==> config.mk <==
export PLATFORM = sky130hd
export DESIGN_NAME = pa_fdsu_seq_ctrl
export DESIGN_NICKNAME = d
export VERILOG_FILES = /design/src/rtl/pa_fdsu_seq_ctrl.sv
export SDC_FILE = /design/constraint.sdc
export NUM_CORES = 1
export LEC_CHECK = 0
export ABC_AREA = 1
export ABC_CLOCK_PERIOD_IN_PS = 3250
export BUFFER_PORTS_ARGS = -buffer_cell sky130_fd_sc_hd__buf_2
export CELL_PAD_IN_SITES_DETAIL_PLACEMENT = 1
export CELL_PAD_IN_SITES_GLOBAL_PLACEMENT = 1
export CORE_AREA = 5 5 49 61
export CTS_CLUSTER_SIZE = 30
export DETAILED_ROUTE_END_ITERATION = 8
export DIE_AREA = 0 0 54 66
export MAX_ROUTING_LAYER = met4
export PLACE_DENSITY = 0.89
export SETUP_SLACK_MARGIN = 0.02
export SYNTH_ARGS = -nofsm -noshare
export SYNTH_HDL_FRONTEND = slang
export SYNTH_SLANG_ARGS = --single-unit
==> constraint.sdc <==
create_clock -name forever_cpuclk -period 3.25 [get_ports forever_cpuclk]
set_clock_uncertainty 0.15 [all_clocks]
set_input_delay 0.325 -clock forever_cpuclk [delete_from_list [all_inputs] [get_ports forever_cpuclk]]
set_output_delay 0.325 -clock forever_cpuclk [all_outputs]
set_load 0.01 [all_outputs]
==> src/rtl/pa_fdsu_seq_ctrl.sv <==
// pa_fdsu_seq_ctrl
// Sequencing controller for the single-precision FDSU divide/sqrt datapath.
// Takes one request at a time through INIT -> ITER -> RND -> PACK -> WB.
// Special operands (NaN/inf/zero) go straight from INIT to WB.
//
// Ports:
//   forever_cpuclk, cpurst      clock, synchronous active-high reset
//   req_vld/req_rdy             request handshake
//   req_sqrt/special/freg       request attributes, latched on accept
//   flush                       kills any in-flight op, returns to IDLE
//   srt_init, srt_iter_en,
//   srt_iter_cnt                SRT datapath controls
//   ex3_rnd_en, ex4_pack_en     round / pack stage strobes
//   fdsu_yy_*                   latched op attributes for the datapath
//   frbus_req/frbus_grant       result bus writeback handshake
//   wb_done                     completed writeback pulse
//   busy                        controller not idle
module pa_fdsu_seq_ctrl #(
    parameter int DIV_ITER  = 13,
    parameter int SQRT_ITER = 13,
    parameter int CNT_W     = 4
) (
    input  logic             forever_cpuclk,
    input  logic             cpurst,
    input  logic             req_vld,
    input  logic             req_sqrt,
    input  logic             req_special,
    input  logic [4:0]       req_freg,
    output logic             req_rdy,
    input  logic             flush,
    output logic             srt_init,
    output logic             srt_iter_en,
    output logic [CNT_W-1:0] srt_iter_cnt,
    output logic             ex3_rnd_en,
    output logic             ex4_pack_en,
    output logic             fdsu_yy_op_sqrt,
    output logic             fdsu_yy_special,
    output logic [4:0]       fdsu_yy_wb_freg,
    output logic             frbus_req,
    input  logic             frbus_grant,
    output logic             wb_done,
    output logic             busy
);

    typedef enum logic [2:0] {
        IDLE = 3'd0,
        INIT = 3'd1,
        ITER = 3'd2,
        RND  = 3'd3,
        PACK = 3'd4,
        WB   = 3'd5
    } state_e;

    // Counter load values: the count includes the current iteration.
    localparam logic [CNT_W-1:0] DIV_LOAD  = CNT_W'(DIV_ITER - 1);
    localparam logic [CNT_W-1:0] SQRT_LOAD = CNT_W'(SQRT_ITER - 1);

    state_e           state_q, state_d;
    logic [CNT_W-1:0] cnt_q, cnt_d;
    logic             sqrt_q, sqrt_d;
    logic             special_q, special_d;
    logic [4:0]       freg_q, freg_d;

    logic             accept;
    // Strobes are suppressed in a flush or reset cycle so the datapath
    // never sees a partial step of a killed operation.
    logic             strobe_ok;

    assign strobe_ok = !flush && !cpurst;
    assign req_rdy   = (state_q == IDLE) && strobe_ok;
    assign accept    = req_vld && req_rdy;

    assign srt_init    = (state_q == INIT) && strobe_ok;
    assign srt_iter_en = (state_q == ITER) && strobe_ok;
    assign ex3_rnd_en  = (state_q == RND)  && strobe_ok;
    assign ex4_pack_en = (state_q == PACK) && strobe_ok;
    assign frbus_req   = (state_q == WB)   && strobe_ok;
    // Grant only counts while requesting; a flush in the same cycle wins.
    assign wb_done     = frbus_req && frbus_grant;
    assign busy        = (state_q != IDLE);

    assign srt_iter_cnt    = cnt_q;
    assign fdsu_yy_op_sqrt = sqrt_q;
    assign fdsu_yy_special = special_q;
    assign fdsu_yy_wb_freg = freg_q;

    always_comb begin
        state_d   = state_q;
        cnt_d     = cnt_q;
        sqrt_d    = sqrt_q;
        special_d = special_q;
        freg_d    = freg_q;

        case (state_q)
            IDLE: begin
                if (accept) begin
                    sqrt_d    = req_sqrt;
                    special_d = req_special;
                    freg_d    = req_freg;
                    state_d   = INIT;
                end
            end
            INIT: begin
                if (special_q) begin
                    state_d = WB;
                end else begin
                    cnt_d   = sqrt_q ? SQRT_LOAD : DIV_LOAD;
                    state_d = ITER;
                end
            end
            ITER: begin
                // Counter saturates at 0; the cnt==0 cycle is the last iteration.
                if (cnt_q != '0) cnt_d = cnt_q - 1'b1;
                else             state_d = RND;
            end
            RND:  state_d = PACK;
            PACK: state_d = WB;
            WB: begin
                if (frbus_grant) state_d = IDLE;
            end
            default: state_d = IDLE;
        endcase

        // Flush abandons the op; latched attributes are left untouched.
        if (flush && state_q != IDLE) begin
            state_d = IDLE;
            cnt_d   = '0;
        end
    end

    always_ff @(posedge forever_cpuclk) begin
        if (cpurst) begin
            state_q   <= IDLE;
            cnt_q     <= '0;
            sqrt_q    <= 1'b0;
            special_q <= 1'b0;
            freg_q    <= 5'd0;
        end else begin
            state_q   <= state_d;
            cnt_q     <= cnt_d;
            sqrt_q    <= sqrt_d;
            special_q <= special_d;
            freg_q    <= freg_d;
        end
    end

endmodule
# Word-level counts from Yosys, hierarchy flattened
# Index checks and enable logic that the tools add are counted.
# Widths: inputs -> output; s select.
totals:
  output_inout_bits: 19
  regBits: 14
  inputBits: 12
op_classes:
  n_reduce_logical: 20
  n_eq_ne: 10
  add_sub_neg: 1
  n_mux: 8
ops:
  columns: ["cell", "n"]
  rows:
  - ["$pmux 3 s6", 1]
  - ["$mux 3", 4]
  - ["$logic_and 1x1->1", 10]
  - ["$mux 4", 2]
  - ["$ne 2x2->1 const B", 4]
  - ["$pmux 4 s2", 1]
  - ["$eq 3x2->1 const B", 2]
  - ["$eq 3x3->1 const B", 2]
  - ["$reduce_and 3->1", 2]
  - ["$reduce_bool 4->1", 1]
  - ["$sub 4x1->4 const B", 1]
  - ["$eq 3x1->1 const B", 1]
  - ["$logic_not 3->1", 1]
  - ["$reduce_bool 3->1", 1]
  - ["$logic_not 1->1", 2]
  - ["$ne 2x1->1 const B", 1]
  - ["$reduce_and 2->1", 1]
  - ["$reduce_bool 2->1", 1]
  - ["$reduce_or 2->1", 1]

# Logic depth before layout (Yosys ltp)
depth:
  word_depth: 6
  mapped_depth: 8
  mapped_depth_nobuf: 8

# Worst setup path after synthesis
# Ideal clock, no wire load.
synth_path:
  path_type: "flip-flop to output port"
  startpoint: "reg state_q[0]"
  endpoint: "out wb_done"
  arrival_ns: 0.992
  path_slack_ns: 1.783
  n_path_buf: 0
  required_ns: 2.775
  stages_incl_launch_ff: 5
  cell_sequence: "dfxtp_1 -> inv_1 -> nor2_2 -> nand2_1 -> nor3b_1"
synth_between:
  elab_chain_len: 3
synth_rtl:
  columns: ["element", "line", "source"]
  rows:
  - ["from (decl)", "58", "state_e state_q, state_d;"]
  - ["from (signal assigned)", "139", "state_q <= state_d;"]
  - ["$eq 3x3->1", "77", "assign frbus_req = (state_q == WB) && strobe_ok;"]
  - ["$logic_and 1x1->1", "77", null]
  - ["$logic_and 1x1->1", "79", "assign wb_done = frbus_req && frbus_grant;"]
  - ["to (decl)", "41", "output logic wb_done,"]
# Every way passes these cells.

# Worst setup path in the final report
# Same ends and word-level chain as after synthesis.

==> key figures <==
Clocking
  • CTS H-Tree Depth: 1
  • Post-CTS resize count: 0
  • Sink Count: 14
  • Reg clk slew, reported paths: 90 ps
  • Num CTS Buffers: 3
  • Post-CTS setup buffer count: 0
  • Root Driver: clkbuf_4
  • CTS tree: done
  • Max clock buf depth: 2
  • Clk Latency, worst-skew pair: 280 ps
  • CTS Hold Bufs: 0

Finish
  • Ratio of cells with drive above 1 in the final layout: 33.6%
  • Layout Cells excl Fill: 170
  • Nets: 151
  • Filler Cell Count: 330
  • Antenna diodes: 0
  • Synth-to-Final Area Change: 30.9%

GRT
  • Aggregate global-route resource usage: 13.6%
  • Initial antenna violation count: 0
  • First-pass GRT wire length: 3630 µm
  • GRT overflow: 0
  • Vias in the first global route: 865
  • Largest net degree at the start of global routing: 10

Floorplanning
  • Core area: 2380 µm²
  • Die Span X: 54 µm
  • Die ar.: 3560 µm²
  • Floorplan row count: 20
  • Initial Util: 31.0%
  • # IOs: 31
  • Die Ht: 66 µm

Worst setup path
  • Worst Path Arrival: 1500 ps
  • Startpoint types: flop
  • Slowest cell on crit path: dfxtp_1
  • Worst path cell trace: inv_1, nor2_2, nand2_1, nor3b_1, buf_2
  • Max incr delay on CP: 380 ps
  • Crit end category: primary output
  • CP Max Fanout: 4
  • Cell family with most CP delay: simple AND/OR/NAND/NOR gates
  • Crit path kind: reg2out
  • Crit path required time: 2770 ps
  • CP bufs+invs: 2

Timing
  • Period minus WS final: 1970 ps
  • Final Hold Vio Count: 0
  • Unrepaired setup endpoints after global routing: false
  • Rel. slew slack: 81.2%
  • Worst Tran Pin Value: 280 ps
  • Max Clk Rate: 507 MHz
  • Final Slew Violations: 0
  • Final setup vio count: 0
  • Final period utilization: 60.7%
  • Setup TNS: 0 ps

Routing
  • DR vias/cell: 4.68
  • Final antenna-violating net count: 0
  • Via count: 796
  • Final WL: 2120 µm
  • DRC violations left: 0
  • Iter 0 DRT Violations: 7
  • WL per Instance: 12.5 µm
  • First-pass detailed-route iteration total: 4

Hold path
  • Worst min path class: in2reg

Placement
  • Dpl cells: 166
  • DP Wirelength: 1790 µm
  • GPL Wtd Cong: 0.748
  • Port bufs: 30

Synth
  • Ys flop type: dfxtp_1
  • Compound-gate portion of the synthesized area: 13.6%
  • Post-Synthesis Cell Area: 737 µm²
  • Post-synth EDFFs: 0
  • Largest family of logic cells by synthesized area: simple AND/OR/NAND/NOR gates
  • FF+latch count, synth: 14
  • Mapped Cells: 103
  • Cell with the most instances after synthesis: nor2_1
  • Adder-cell share of the synthesized area: 1.70%
  • Syn_area_per_cell: 7.15 µm²
  • Synth async-reset ratio: 0%
  • Area contributors post-synth: dfxtp_1, nor2_1, nand2_1
  • Yosys top cell by area: dfxtp_1
  • Cell variety after synth: 21
  • Register area share after synthesis: 38.0%
  • Mux contribution to synthesized area: 0%
  • Commonest cells post-synth: nor2_1, dfxtp_1, nand2_1
  • Yosys top cell area share: 38.0%
  • Synth Area in XOR/XNOR: 0%
  • Net count after synthesis: 116
  • Simple-Gate Fraction of Synth Area: 36.5%
  • Yosys Warn Count: 0

Power
  • Power Dens Cells: 835 nW/µm²
  • Peak supply drop: 0.000278 V
  • Pleak: 0.000492 µW

Job
  • Max-Cap Viols: 0

Status
  • Status: finished clean
-- placed cells by master, fill, tap and decap left out, types with 2 or more instances in the layout --
cell	count
nand2_1	14
a21oi_1	6
inv_1	12
buf_2	30
nor2_1	26
nand4_1	2
dfxtp_1	14
o21ai_0	9
clkbuf_4	3
nand3_1	6
nor2_2	2
-- layer usage --
metal  global-route usage (%)  up-vias  wire, µm
met2                     26.4       17      1190
li1                         -      399         -
met4                     1.87        0         0
met5                        -        -         0
met1                     14.1      380       838
met3                     2.26        0        98
-- worst paths after layout --
check	from	end	slack, ps	cells past startpoint
max	state_q[0]	wb_done	1280	5
max reg2reg	srt_iter_cnt[0]	srt_iter_cnt[0]	1670	8
min	req_freg[2]	fdsu_yy_wb_freg[2]	150	3
min reg2reg	fdsu_yy_wb_freg[4]	fdsu_yy_wb_freg[4]	340	2
-- registers in the layout, indices dropped and copies added (netlist names) --
| signal | flops |
|---|---|
| fdsu_yy_special | 1 |
| state_q | 3 |
| fdsu_yy_op_sqrt | 1 |
| srt_iter_cnt | 4 |
| fdsu_yy_wb_freg | 5 |
-- power by group --
part	switching, µW	internal [µW]	total (µW)	leakage [µW]
Combinational	272	152	424	0.000357
Sequential	38.2	215	253	0.000114
Clock	60.5	68.1	129	0.0000210
Total	371	435	805	0.000492
-- area by class of cell --
cell class | instances | area [µm²] | share of cell area [%]
well taps | 33 | 41.3 | 4.28
clock buffers | 4 | 36.3 | 3.76
flip-flops and latches | 14 | 280 | 29.1
inverters | 15 | 75.1 | 7.78
multi-input cells | 74 | 382 | 39.6
repair buffers | 30 | 150 | 15.6
-- logic make-up after synthesis --
| kind of cell | count (synthesis) |
|---|---|
| compound gates | 17 |
| fa+ha+maj | 1 |
| buf+inv | 15 |
| flops | 14 |
| simple gates | 56 |
-- stage by stage --
stage | hold slack, ps | setup slack, ps | util, % | instance area, µm² | total power (µW)
floorplan | 339 | 1780 | - | 737 | 555
global placement | 309 | 1720 | 39.1 | 928 | 654
detailed placement | 320 | 1600 | 39.1 | 928 | 687
CTS | 145 | 1260 | 40.6 | 965 | 816
global route | 161 | 1190 | 40.6 | 965 | 875
finish | 146 | 1280 | 40.6 | 965 | 805
-- worst register-to-register path, cell delays in order (launching register included) --
cell and delay (ps):
dfxtp_1 330, inv_1 120, ha_1 190, nand2_1 80, nor2_1 240, o21ai_4 120
inv_1 110, nand2_1 50, a21oi_1 130
No activity file was read; power rests on OpenSTA's default activity.
